File: src/rtl/pc_seq_ctrl.sv
// Fetch sequencer: issues one instruction fetch at a time, selects the next PC
// (correction > prediction > PC+4) and buffers returned instructions for decode.
module pc_seq_ctrl #(
    parameter int              XLEN       = 32,
    parameter logic [XLEN-1:0] RESET_ADDR = '0
) (
    input  logic            clock_in,
    input  logic            reset_in,
    input  logic            seq_correction_en_in,
    input  logic [XLEN-1:0] seq_correction_addr_in,
    input  logic            seq_prediction_en_in,
    input  logic [XLEN-1:0] seq_prediction_addr_in,
    output logic            seq_imem_req_out,
    output logic [XLEN-1:0] seq_imem_addr_out,
    input  logic            seq_imem_gnt_in,
    input  logic            seq_imem_valid_in,
    input  logic [XLEN-1:0] seq_imem_data_in,
    output logic            seq_inst_valid_out,
    input  logic            seq_inst_ready_in,
    output logic [XLEN-1:0] seq_inst_out,
    output logic [XLEN-1:0] seq_inst_pc_out,
    output logic            seq_inst_pred_out
);

    typedef enum logic [1:0] {BOOT, REQ, WAIT, HOLD} state_t;

    state_t          state_reg;
    logic [XLEN-1:0] pc_reg;
    logic            req_reg;
    logic            squash_reg;
    logic            buf_valid_reg;
    logic [XLEN-1:0] buf_inst_reg;
    logic [XLEN-1:0] buf_pc_reg;
    logic            buf_pred_reg;
    logic [XLEN-1:0] skid_inst_reg;
    logic [XLEN-1:0] skid_pc_reg;
    logic            skid_pred_reg;

    logic            handshake;
    logic [XLEN-1:0] pc_next;

    assign handshake = buf_valid_reg & seq_inst_ready_in;
    // Prediction only matters for the instruction returning this cycle.
    assign pc_next   = seq_prediction_en_in ? seq_prediction_addr_in : pc_reg + XLEN'(4);

    always_ff @(posedge clock_in or posedge reset_in) begin
        if (reset_in) begin
            state_reg     <= BOOT;
            pc_reg        <= RESET_ADDR;
            req_reg       <= 1'b0;
            squash_reg    <= 1'b0;
            buf_valid_reg <= 1'b0;
            buf_inst_reg  <= '0;
            buf_pc_reg    <= '0;
            buf_pred_reg  <= 1'b0;
            skid_inst_reg <= '0;
            skid_pc_reg   <= '0;
            skid_pred_reg <= 1'b0;
        end else begin
            if (handshake) begin
                buf_valid_reg <= 1'b0;
            end
            case (state_reg)
                BOOT: begin
                    if (seq_correction_en_in) begin
                        pc_reg <= seq_correction_addr_in;
                    end
                    state_reg <= REQ;
                    req_reg   <= 1'b1;
                end
                REQ: begin
                    if (seq_correction_en_in) begin
                        pc_reg        <= seq_correction_addr_in;
                        buf_valid_reg <= 1'b0;
                    end
                    if (seq_imem_gnt_in) begin
                        // A granted fetch of a now-stale address must be dropped on return.
                        squash_reg <= seq_correction_en_in;
                        state_reg  <= WAIT;
                        req_reg    <= 1'b0;
                    end
                end
                WAIT: begin
                    if (seq_correction_en_in) begin
                        pc_reg        <= seq_correction_addr_in;
                        buf_valid_reg <= 1'b0;
                        if (seq_imem_valid_in) begin
                            squash_reg <= 1'b0;
                            state_reg  <= REQ;
                            req_reg    <= 1'b1;
                        end else begin
                            squash_reg <= 1'b1;
                        end
                    end else if (seq_imem_valid_in) begin
                        if (squash_reg) begin
                            squash_reg <= 1'b0;
                            state_reg  <= REQ;
                            req_reg    <= 1'b1;
                        end else begin
                            pc_reg <= pc_next;
                            if (!buf_valid_reg || seq_inst_ready_in) begin
                                buf_valid_reg <= 1'b1;
                                buf_inst_reg  <= seq_imem_data_in;
                                buf_pc_reg    <= pc_reg;
                                buf_pred_reg  <= seq_prediction_en_in;
                                state_reg     <= REQ;
                                req_reg       <= 1'b1;
                            end else begin
                                skid_inst_reg <= seq_imem_data_in;
                                skid_pc_reg   <= pc_reg;
                                skid_pred_reg <= seq_prediction_en_in;
                                state_reg     <= HOLD;
                            end
                        end
                    end
                end
                HOLD: begin
                    // The skid entry is implied by this state; leaving it empties the skid.
                    if (seq_correction_en_in) begin
                        pc_reg        <= seq_correction_addr_in;
                        buf_valid_reg <= 1'b0;
                        state_reg     <= REQ;
                        req_reg       <= 1'b1;
                    end else if (handshake) begin
                        buf_valid_reg <= 1'b1;
                        buf_inst_reg  <= skid_inst_reg;
                        buf_pc_reg    <= skid_pc_reg;
                        buf_pred_reg  <= skid_pred_reg;
                        state_reg     <= REQ;
                        req_reg       <= 1'b1;
                    end
                end
                default: begin
                    state_reg <= BOOT;
                    req_reg   <= 1'b0;
                end
            endcase
        end
    end

    assign seq_imem_req_out   = req_reg;
    assign seq_imem_addr_out  = pc_reg;
    assign seq_inst_valid_out = buf_valid_reg;
    assign seq_inst_out       = buf_inst_reg;
    assign seq_inst_pc_out    = buf_pc_reg;
    assign seq_inst_pred_out  = buf_pred_reg;

endmodule

File: config.mk
export PLATFORM = sky130hd
export DESIGN_NAME = pc_seq_ctrl
export DESIGN_NICKNAME = d
export VERILOG_FILES = /design/src/rtl/pc_seq_ctrl.sv
export SDC_FILE = /design/constraint.sdc
export NUM_CORES = 1
export LEC_CHECK = 0
export CAP_MARGIN = 25
export CORE_MARGIN = 4
export CORE_UTILIZATION = 54
export CTS_CLUSTER_DIAMETER = 120
export DETAILED_ROUTE_END_ITERATION = 10
export PLACE_DENSITY = 0.95
export SKIP_LAST_GASP = 1
export SLEW_MARGIN = 20
export SYNTH_ARGS = -nofsm -noshare
export SYNTH_HDL_FRONTEND = slang
export SYNTH_SLANG_ARGS = --single-unit
File: constraint.sdc
create_clock -name clock_in -period 9.17 [get_ports clock_in]
set_input_delay 1.3755 -clock clock_in [delete_from_list [all_inputs] [get_ports clock_in]]
set_output_delay 1.3755 -clock clock_in [all_outputs]
set_load 0.005 [all_outputs]
* After elaboration in Yosys (flattened, before gate mapping)
Index checks and enable logic that the tools add are counted.
Widths: inputs -> output; s select.
** Word-level totals
- Memories kept :: 0
- Flip-flop bits (word level) :: 167
- RAM bits :: 0
- Bits in latches :: 0
- Bits of input ports :: 103
- ROM bits :: 0
** Cells by class
- Equal/unequal tests :: 15
- Add/subtract/negate cells :: 1
- Multiplexer cells :: 59
- Multiply operators :: 0
- Bitwise logic cells :: 4
- Shift-type cells :: 0
- Divide/modulo/power cells :: 0
- Reductions and logical operators :: 12
- Order comparisons :: 0
** Operators by type and width (count)
- $mux 32 :: 17
- $pmux 32 s2 :: 3
- $add 32x3->32 const B :: 1
- $mux 1 :: 26
- $mux 2 :: 8
- $ne 2x2->1 const B :: 7
- $ne 3x3->1 const B :: 3
- $reduce_and 3->1 :: 3
- $pmux 2 s4 :: 1
- $reduce_and 7->1 :: 1
- $reduce_and 5->1 :: 1
- $eq 2x2->1 const B :: 2
- $ne 4x4->1 const B :: 1
- $pmux 1 s2 :: 2
- $pmux 1 s4 :: 1
- $reduce_and 4->1 :: 1
- $reduce_bool 2->1 :: 2
- $not 1->1 :: 3
- $pmux 1 s3 :: 1
- $reduce_or 3->1 :: 1
- $eq 2x1->1 const B :: 1
- $logic_not 2->1 :: 1
- $ne 2x1->1 const B :: 1
- $and 1x1->1 :: 1
- other kinds (2) :: 2

* Depth between registers and ports, before layout
Gate-level depths: netlist (run 1).
- Word-level depth :: 7
- Gate-level depth with buffers :: 10
- Gate-level depth less buffers :: 7

* Least setup slack after synthesis (run 1)
OpenSTA, ideal clock, no wires.
- Path kind :: in2reg
- Start :: input seq_imem_valid_in
- End :: register pc_reg[31], in the netlist seq_imem_addr_out[31]
- Arrival time :: 2672 ps
- Stages :: 7
- Data required time :: 9031 ps
- Path slack :: 6359 ps
- Cells stage by stage :: clkbuf_1 -> nor2b_1 -> o21ai_0 -> clkbuf_1 -> a21oi_1 -> o21ai_0 -> o211ai_1
** Between the ends
- Word-level cells in the longest chain between the ends :: 2
** Ends and longest elaborated chain
- start: declaration :: RTL line 16 : input logic seq_imem_valid_in,
- $ne 3x3->1 (no line)
- $reduce_and 3->1 (no line)
- end signal: assignment :: RTL line 66 : pc_reg <= seq_correction_addr_in;
- end signal: assignment :: RTL line 73 : pc_reg <= seq_correction_addr_in;
- end signal: assignment :: RTL line 85 : pc_reg <= seq_correction_addr_in;
- end: declaration :: RTL line 28 : logic [XLEN-1:0] pc_reg;
Every way passes these cells.
A chain may end at the register's enable or synchronous reset.

* Worst setup path after layout (run 1)
- Start :: input seq_correction_en_in
- End :: register pc_reg[28], in the netlist seq_imem_addr_out[28]
** Between the ends
- Word-level cells in the longest chain between the ends :: 2
** Ends and longest elaborated chain
- start: declaration :: RTL line 9 : input logic seq_correction_en_in,
- $ne 3x3->1 (no line), or another cell as far along
- $reduce_and 3->1 (no line) / $pmux 32 s2 (equally long branches)
Several ways; a longest one is shown, not always the timed one.

==> results.sh, run 1 <==
export IMPL_fin_crit_sh=0.4415
export IMPL_synth_seq_area_share=0.5147
export IMPL_ys_ff_latch=167
export IMPL_path_max_fanout=32
export IMPL_clockBufferDepth=2
export IMPL_synth_top_area_frac=0.5147
export IMPL_cp_end_kind="flop"
export IMPL_die_w_um=130.6
export IMPL_hpwl_um=15170
export IMPL_dpl_worst_slack_ns=4.876
export IMPL_ys_flop_type="dfrtp_1"
export IMPL_cap_violations=0
export IMPL_synth_edf_count=0
export IMPL_worstReg2RegStart="state_reg[0]"
export IMPL_numPortBuffers=201
export IMPL_coreArea_um2=14640
export IMPL_vias_per_cell=6.125
export IMPL_irDropWorstVdd_mv=0.1445
export IMPL_dr_pass1_iters=6
export IMPL_syn_cell_area_um2=8119
export IMPL_worst_slew_pin_slew_ns=1.015
export IMPL_hold_viol_final=0
export IMPL_io_pins=202
export IMPL_placed_area_um2=10250
export IMPL_synth_top_cell_by_area="dfrtp_1"
export IMPL_wirelength_um=22230
export IMPL_first_iter_violations=676
export IMPL_post_route_min_period_ns=4.049
export IMPL_path_class="in -> reg"
export IMPL_synth_fp_nets=879
export IMPL_netlist_instances=769
export IMPL_vias=7013
export IMPL_r2r_cells=7
export IMPL_synth_cell_types=63
export IMPL_finalSetupViolCount=0
export IMPL_area_delta_synth_final_pct=34.07
export IMPL_slew_headroom=0.3222
export IMPL_async_flop_share=1.000
export IMPL_cts_tree="built"
export IMPL_fillCellCount=955
export IMPL_grt_max_degree=107
export IMPL_yosysWarningCount=0
export IMPL_cts_root_buf="clkbuf_16"
export IMPL_drc_errors=0
export IMPL_rrSetupSlack_ns=5.90
export IMPL_postSynthAreaPerCell_um2=10.56
export IMPL_met1_usage=0.3236
export IMPL_maxSlewViolCount=0
export IMPL_grtUsageMet2=0.4323
export IMPL_yosys_cell_count_top_type="dfrtp_1"
export IMPL_final_area_um2=10890
export IMPL_cts_max_level=4
export IMPL_worstSkewPairLatency_ns=0.42
export IMPL_r2r_end="seq_imem_addr_out[28]"
export IMPL_hold_class="reg -> reg"
export IMPL_nets=1059
export IMPL_drt_wirelength_per_cell_um=19.42
export IMPL_die_h_um=130.6
export IMPL_crit_start="seq_correction_en_in"
export IMPL_fin_tns_setup_ns=0
export IMPL_grt_ovfl_total=0
export IMPL_dieArea_um2=17060
export IMPL_initial_core_util=0.5544
export IMPL_synthTopCellsByArea="dfrtp_1 (51%), mux2i_1 (8.5%), mux2_2 (8.3%)"
export IMPL_track_usage=0.2613
export IMPL_hold_path_end="skid_pc_reg[15]"
export IMPL_busiest_layer="met2"
export IMPL_outcome="completed"
export IMPL_first_global_vias=6998
export IMPL_fmax_mhz=247.0
export IMPL_holdCritStartpoint="skid_pc_reg[15]"
export IMPL_ant_nets=0
export IMPL_clk_pin_slew_ns=0.06
export IMPL_synth_common_cells="dfrtp_1 (167), a21oi_1 (104), nor2_1 (84), mux2i_1 (69), mux2_2 (60)"
export IMPL_hold_buffers=0
export IMPL_gp_congestion=0.8878
export IMPL_antenna_found_initial=1
export IMPL_cts_sinks=167
export IMPL_grt_setup_unrepaired="false"
export IMPL_cts_resized=0
export IMPL_crit_required_ns=9.49
export IMPL_clock_skew_ns=0.01030
export IMPL_drive_above_1_share=0.1155
export IMPL_rows=44
export IMPL_cp_arrival_ns=4.37
export IMPL_diodes=0
export IMPL_cts_buffers=17
export IMPL_grt_pass1_wl_um=34960
export IMPL_startpoint_type="input port"
export IMPL_grtUsageMet3=0.06992
export IMPL_power_density_nw_per_um2=251.6
export IMPL_cts_setup_buffers=0
export IMPL_whs_path_depth=2
export IMPL_fin_ws_ns=5.121
export IMPL_p_leak_nw=4.635
==> layer usage <==
metal  wire, um  up-vias  share of wire
met4        803        2          0.036
li1           -     3161              -
met2      11080      369           0.50
met5          7        -        0.00031
met3       1924       81          0.087
met1       8423     3400           0.38
==> report_power, final <==
| group | leakage (nW) | internal (mW) | switching, mW |
|---|---|---|---|
| clock | 0.293 | 0.442 | 0.291 |
| combinational | 2.20 | 0.527 | 0.376 |
| sequential | 2.14 | 0.928 | 0.173 |
==> logic make-up (layout without fill, tap and decap cells) <==
logic type / Yosys count / count (layout) / synth area share
flip-flops: 167 / 167 / 0.5147
buffers and inverters: 66 / 258 / 0.03082
adder cells (fa/ha/maj): 7 / 7 / 0.01079
AND/OR/NAND/NOR: 186 / 186 / 0.1140
XOR/XNOR: 10 / 10 / 0.01079
AO/OA/AOI/OAI: 204 / 204 / 0.1506
multiplexers: 129 / 129 / 0.1683
==> stage by stage <==
stage | cells | power [mW] | hold slack, ns | util
after floorplan | 769 | 1.465 | 0.4496 | -
after global placement | 1113 | 1.963 | 0.4641 | 0.7003
after detailed placement | 1113 | 2.012 | 0.4705 | 0.7003
after CTS | 1144 | 2.754 | 0.4849 | 0.7415
after global routing | 1145 | 2.891 | 0.5117 | 0.7433
final | 1145 | 2.738 | 0.4821 | 0.7433
==> worst max-delay path, cell delays in order <==
cell	delay [ns]
clkdlybuf4s50_1	0.39
buf_4	0.24
nor2b_1	0.83
o21ai_0	0.65
nor2_1	0.42
o21ai_0	0.16
a41oi_1	0.28
==> area by class of cell <==
| cell class | instances | area [um2] | area share |
|---|---|---|---|
| Inverter | 17 | 68.82 | 0.006322 |
| Sequential cell | 167 | 4179 | 0.3839 |
| Clock buffer | 20 | 456.7 | 0.04195 |
| Clock inverter | 11 | 146.4 | 0.01345 |
| Timing Repair Buffer | 210 | 2095 | 0.1924 |
| Multi-Input combinational cell | 536 | 3710 | 0.3408 |
| Tap cell | 184 | 230.2 | 0.02115 |
==> layout by cell type, fill, tap and decap left out, types with 3 or more instances in the layout <==
master,count
a211oi_1,3
a21o_1,3
a21oi_1,104
a22oi_1,11
a2bb2oi_1,5
a31oi_1,5
a41oi_1,3
and3_1,5
and4_1,3
buf_4,8
bufinv_16,3
clkbuf_16,17
clkdlybuf4s50_1,200
clkinv_2,3
dfrtp_1,167
ha_1,6
inv_1,15
inv_6,3
mux2_2,60
mux2i_1,69
nand2_1,32
nand2b_1,7
nand3_1,20
nand3b_1,4
nand4_1,7
nor2_1,84
nor2b_1,4
nor3_1,5
o211ai_1,4
o21ai_0,36
o311ai_0,4
or4_1,3
xnor2_1,6
xor2_1,4
==> worst max path at each step <==
stage                            endpoint  slack [ns]  cells past startpoint
floorplan            seq_imem_addr_out[0]        3.28                      1
global placement    seq_imem_addr_out[28]        5.06                      7
detailed placement  seq_imem_addr_out[28]        4.88                      7
CTS                 seq_imem_addr_out[28]        5.26                      7
global route        seq_imem_addr_out[28]        4.97                      7
finish              seq_imem_addr_out[28]        5.12                      7
(Power assumes the default switching activity.)
==> run 2, diff against run 1 <==
--- a/config.mk
+++ b/config.mk
@@ -7,10 +7,10 @@
 export LEC_CHECK = 0
 export CAP_MARGIN = 25
 export CORE_MARGIN = 4
-export CORE_UTILIZATION = 54
+export CORE_UTILIZATION = 50
 export CTS_CLUSTER_DIAMETER = 120
 export DETAILED_ROUTE_END_ITERATION = 10
-export PLACE_DENSITY = 0.95
+export PLACE_DENSITY = 0.92
 export SKIP_LAST_GASP = 1
 export SLEW_MARGIN = 20
 export SYNTH_ARGS = -nofsm -noshare
==> constraint.sdc (replaced) <==
create_clock -name clock_in -period 4 [get_ports clock_in]
set_input_delay 0.6 -clock clock_in [delete_from_list [all_inputs] [get_ports clock_in]]
set_output_delay 0.6 -clock clock_in [all_outputs]
set_load 0.005 [all_outputs]
==> results.sh, run 2 (synthesis gave the netlist of run 1 again) <==
export IMPL_finalSetupViolCount=0
export IMPL_hold_class="reg -> reg"
export IMPL_p_sw_frac=0.3041
export IMPL_first_global_vias=7088
export IMPL_p_comb_frac=0.327
export IMPL_cts_root_buf="clkbuf_16"
export IMPL_drt_wirelength_per_cell_um=18.93
export IMPL_fin_tns_setup_ns=0
export IMPL_path_max_fanout=13
export IMPL_gp_congestion=0.8640
export IMPL_vias_per_cell=5.818
export IMPL_p_int_mw=4.438
export IMPL_cts_setup_buffers=0
export IMPL_grt_max_degree=168
export IMPL_crit_required_ns=4.34
export IMPL_cts_sinks=167
export IMPL_hold_buffers=0
export IMPL_io_pins=202
export IMPL_nets=1064
export IMPL_antenna_found_initial=2
export IMPL_clk_pin_slew_ns=0.07
export IMPL_whs_ns=0.4853
export IMPL_final_cell_mix="clkdlybuf4s50_1 (200), dfrtp_1 (167), a21oi_1 (104), nor2_1 (84), mux2i_1 (69)"
export IMPL_grt_setup_unrepaired="false"
export IMPL_post_route_min_period_ns=2.885
export IMPL_cp_arrival_ns=3.22
export IMPL_ant_nets=0
export IMPL_outcome="completed"
export IMPL_hpwl_um=15110
export IMPL_numPortBuffers=201
export IMPL_cp_end_kind="flop"
export IMPL_p_leak_nw=4.677
export IMPL_slew_headroom=0.3637
export IMPL_coreArea_um2=15890
export IMPL_startpoint_type="input port"
export IMPL_wirelength_um=22430
export IMPL_grt_ovfl_total=0
export IMPL_cap_violations=0
export IMPL_cts_buffers=17
export IMPL_hold_viol_final=0
export IMPL_cts_resized=0
export IMPL_vias=6894
export IMPL_p_total_mw=6.377
export IMPL_clock_skew_ns=0.007738
export IMPL_fmax_mhz=346.7
export IMPL_path_class="in -> reg"
export IMPL_final_common_cell="clkdlybuf4s50_1"
export IMPL_dr_pass1_iters=6
export IMPL_rows=46
export IMPL_die_h_um=135.4
export IMPL_maxSlewViolCount=0
export IMPL_power_density_nw_per_um2=579.0
export IMPL_worstSkewPairLatency_ns=0.42
export IMPL_clockBufferDepth=2
export IMPL_seq_power_share=0.394
export IMPL_drc_errors=0
export IMPL_initial_core_util=0.5111
export IMPL_irDropWorstVdd_mv=0.3375
export IMPL_die_w_um=135.4
export IMPL_area_delta_synth_final_pct=35.65
export IMPL_grt_pass1_wl_um=36160
export IMPL_track_usage=0.2461
export IMPL_fin_crit_sh=0.7211
export IMPL_pwr_share_clk=0.279
export IMPL_cts_tree="built"
export IMPL_dieArea_um2=18340
export IMPL_first_iter_violations=660
export IMPL_utilization=0.6933
export IMPL_p_sw_mw=1.939
export IMPL_worst_slew_pin_slew_ns=0.9545
export IMPL_drive_above_1_share=0.1210
export IMPL_cts_max_level=4
run 2: changes by cell type in the layout (fill, tap and decap cells not counted):
| cell | delta |
|---|---|
| buf_4 | +4 |
| diode_2 | +2 |
| buf_16 | -1 |
| clkbuf_8 | +4 |
| clkinv_2 | -3 |
| buf_12 | +2 |
run 2: metrics by stage:
stage / std cells / setup slack (ns) / cell area (um2)
3_3_place_gp: 1149 / 0.9224 / 10350
5_1_grt: 1185 / 0.8158 / 11010
3_5_place_dp: 1150 / 0.7877 / 10360
6_report: 1185 / 1.115 / 11010
4_1_cts: 1182 / 1.191 / 11000
2_1_floorplan: 769 / 1.273 / 8123
run 2: routing by layer:
metal / wire [um] / track usage / vias to the layer above
met2: 10900 / 0.4093 / 321
met1: 9193 / 0.3196 / 3366
met4: 543 / 0.09183 / 0
met5: 0 / 0 / -
li1: - / - / 3162
met3: 1796 / 0.05052 / 45
run 2: worst paths after layout:
kind	startpoint	endpoint	slack, ns	depth (start not counted)
worst max-delay path	seq_correction_en_in	seq_imem_addr_out[28]	1.12	6
worst min-delay path	skid_pc_reg[13]	skid_pc_reg[13]	0.49	2
worst max register to register	state_reg[0]	seq_inst_out[21]	1.22	8
worst min register to register	skid_pc_reg[13]	skid_pc_reg[13]	0.49	2
max in group asynchronous	reset_in	skid_inst_reg[22]	2.58	3
min in group asynchronous	reset_in	seq_inst_out[2]	0.79	3
run 2: area by class of cell:
type / instances / area, um2
Inverter: 17 / 67.56
Timing Repair Buffer: 215 / 2137
Multi-Input combinational cell: 536 / 3710
Clock inverter: 8 / 132.6
Clock buffer: 24 / 511.7
Tap cell: 216 / 270.3
Sequential cell: 167 / 4179
Fill cell: 1146 / 4872
Antenna cell: 2 / 5.005
run 2: critical path, stage by stage:
cell and delay (ns):
clkdlybuf4s50_1 0.73, nor2b_1 0.58, o21ai_0 0.50, nor2_1 0.43, o21ai_0 0.15, a41oi_1 0.23
run 2: power groups by stage:
| stage | clock network (mW) | registers [mW] | logic [mW] |
|---|---|---|---|
| after floorplan | 0 | 2.49 | 0.871 |
| after global placement | 0 | 2.51 | 2.02 |
| after detailed placement | 0 | 2.53 | 2.08 |
| after CTS | 1.80 | 2.51 | 2.10 |
| after global routing | 1.87 | 2.58 | 2.27 |
| final | 1.78 | 2.51 | 2.09 |
==> run 3, diff against run 2 <==
--- a/config.mk
+++ b/config.mk
@@ -7,10 +7,10 @@
 export LEC_CHECK = 0
 export CAP_MARGIN = 25
 export CORE_MARGIN = 4
-export CORE_UTILIZATION = 50
+export CORE_UTILIZATION = 45
 export CTS_CLUSTER_DIAMETER = 120
 export DETAILED_ROUTE_END_ITERATION = 10
-export PLACE_DENSITY = 0.92
+export PLACE_DENSITY = 0.88
 export SKIP_LAST_GASP = 1
 export SLEW_MARGIN = 20
 export SYNTH_ARGS = -nofsm -noshare
==> constraint.sdc (replaced) <==
create_clock -name clock_in -period 2.4 [get_ports clock_in]
set_input_delay 0.36 -clock clock_in [delete_from_list [all_inputs] [get_ports clock_in]]
set_output_delay 0.36 -clock clock_in [all_outputs]
set_load 0.005 [all_outputs]
==> results.sh, run 3 (synthesis gave the netlist of run 1 again) <==
export IMPL_worstReg2RegStart="state_reg[0]"
export IMPL_hpwl_um=16860
export IMPL_grt_pass1_wl_um=37530
export IMPL_first_global_vias=7143
export IMPL_worst_slew_pin_slew_ns=0.6952
export IMPL_post_route_min_period_ns=2.241
export IMPL_cts_buffers=17
export IMPL_hold_viol_final=0
export IMPL_hold_class="in -> async"
export IMPL_io_pins=202
export IMPL_dieArea_um2=20260
export IMPL_gp_congestion=0.8743
export IMPL_nets=1095
export IMPL_grt_ovfl_total=0
export IMPL_seq_power_share=0.387
export IMPL_path_max_fanout=18
export IMPL_fin_ws_ns=0.1590
export IMPL_cts_root_buf="clkbuf_16"
export IMPL_clockBufferDepth=2
export IMPL_cts_tree="built"
export IMPL_slew_headroom=0.5323
export IMPL_die_h_um=142.3
export IMPL_pwr_share_clk=0.275
export IMPL_ant_nets=0
export IMPL_rows=48
export IMPL_fmax_mhz=446.2
export IMPL_drive_above_1_share=0.1503
export IMPL_area_delta_synth_final_pct=39.27
export IMPL_cap_violations=0
export IMPL_irDropWorstVdd_mv=0.6012
export IMPL_startpoint_type="flop"
export IMPL_vias_per_cell=5.741
export IMPL_vias=7033
export IMPL_fin_crit_sh=0.9338
export IMPL_first_iter_violations=521
export IMPL_fin_tns_setup_ns=0
export IMPL_final_common_cell="clkdlybuf4s50_1"
export IMPL_crit_required_ns=2.74
export IMPL_path_class="reg -> reg"
export IMPL_power_density_nw_per_um2=954.4
export IMPL_p_total_mw=10.79
export IMPL_coreArea_um2=17480
export IMPL_numPortBuffers=201
export IMPL_p_sw_frac=0.3108
export IMPL_cts_sinks=167
export IMPL_hold_buffers=0
export IMPL_grt_max_degree=95
export IMPL_crit_start="state_reg[0]"
export IMPL_outcome="completed"
export IMPL_p_leak_nw=4.838
export IMPL_dr_pass1_iters=5
export IMPL_wirelength_um=23840
export IMPL_dpl_worst_slack_ns=0.1157
export IMPL_die_w_um=142.3
export IMPL_initial_core_util=0.4646
export IMPL_cts_setup_buffers=0
export IMPL_antenna_found_initial=2
export IMPL_clk_pin_slew_ns=0.07
export IMPL_cts_max_level=4
export IMPL_grt_setup_unrepaired="false"
export IMPL_cp_end_kind="flop"
export IMPL_drt_wirelength_per_cell_um=19.46
export IMPL_p_sw_mw=3.354
export IMPL_maxSlewViolCount=0
export IMPL_worstSkewPairLatency_ns=0.43
export IMPL_p_int_mw=7.437
export IMPL_p_comb_frac=0.338
export IMPL_drc_errors=0
export IMPL_finalSetupViolCount=0
export IMPL_clock_skew_ns=0.009008
export IMPL_track_usage=0.2347
export IMPL_final_cell_mix="clkdlybuf4s50_1 (200), dfrtp_1 (167), a21oi_1 (104), nor2_1 (84), mux2i_1 (69)"
export IMPL_cp_arrival_ns=2.58
[run 3: cell count changes in the layout (fill, tap and decap cells not counted), sizes merged]
cell,delta
clkinvlp,+1
clkbuf,-7
clkinv,+2
bufinv,+1
buf,+31
inv,+3
[run 3: layer usage]
| metal | up-vias | part of all wire | GRT usage |
|---|---|---|---|
| li1 | 3225 | - | - |
| met1 | 3465 | 0.40 | 0.2950 |
| met2 | 283 | 0.49 | 0.3901 |
| met3 | 58 | 0.074 | 0.05544 |
| met4 | 2 | 0.033 | 0.09955 |
| met5 | - | 0.00055 | 0 |
[run 3: final cells by class]
class / count / area [um2]
Timing Repair Buffer: 246 / 2420
Clock buffer: 17 / 425.4
Clock inverter: 15 / 215.2
Fill cell: 1355 / 6170
Sequential cell: 167 / 4179
Inverter: 17 / 67.56
Tap cell: 225 / 281.5
Multi-Input combinational cell: 536 / 3714
Antenna cell: 2 / 5.005
[run 3: path summary, 6_finish.rpt]
| check | slack, ns | cells past startpoint | end |
|---|---|---|---|
| setup / recovery | 0.16 | 9 | seq_inst_out[30] |
| hold / removal | 0.25 | 2 | skid_inst_reg[7] |
| setup reg to reg | 0.16 | 9 | seq_inst_out[30] |
| hold reg to reg | 0.48 | 2 | skid_pc_reg[19] |
| max in group asynchronous | 1.34 | 3 | seq_imem_addr_out[22] |
| min in group clock_in | 0.39 | 3 | seq_inst_pred_out |
[run 3: per-stage QoR]
stage / cell area (um2) / util / std cells / hold WS, ns
after global placement: 10660 / 0.6098 / 1191 / 0.4617
after detailed placement: 10660 / 0.6098 / 1191 / 0.4706
final: 11310 / 0.6470 / 1225 / 0.2481
after CTS: 11300 / 0.6465 / 1223 / 0.2493
after global routing: 11310 / 0.6470 / 1225 / 0.2579
after floorplan: 8123 / - / 769 / 0.4496
[run 3: timing repair]
item | 4_1_cts | 5_1_grt
endpoints found under the setup margin | 0 | 2
gates resized for setup | 0 | 1
hold endpoints to repair | 0 | 0
[run 3: power groups by stage]
| stage | combinational [mW] | sequential (mW) | clock (mW) |
|---|---|---|---|
| floorplan | 1.45 | 4.15 | 0 |
| global placement | 3.53 | 4.17 | 0 |
| detailed placement | 3.64 | 4.22 | 0 |
| CTS | 3.68 | 4.18 | 3.00 |
| global route | 3.98 | 4.28 | 3.13 |
| finish | 3.65 | 4.18 | 2.96 |
[run 3: worst max-delay path, cell delays in order (launching register included)]
cell,delay [ns]
dfrtp_1,0.46
inv_1,0.12
ha_1,0.22
buf_4,0.17
nand2b_1,0.14
a21oi_1,0.19
o21a_4,0.34
buf_4,0.28
nor2_1,0.06
a21oi_1,0.17
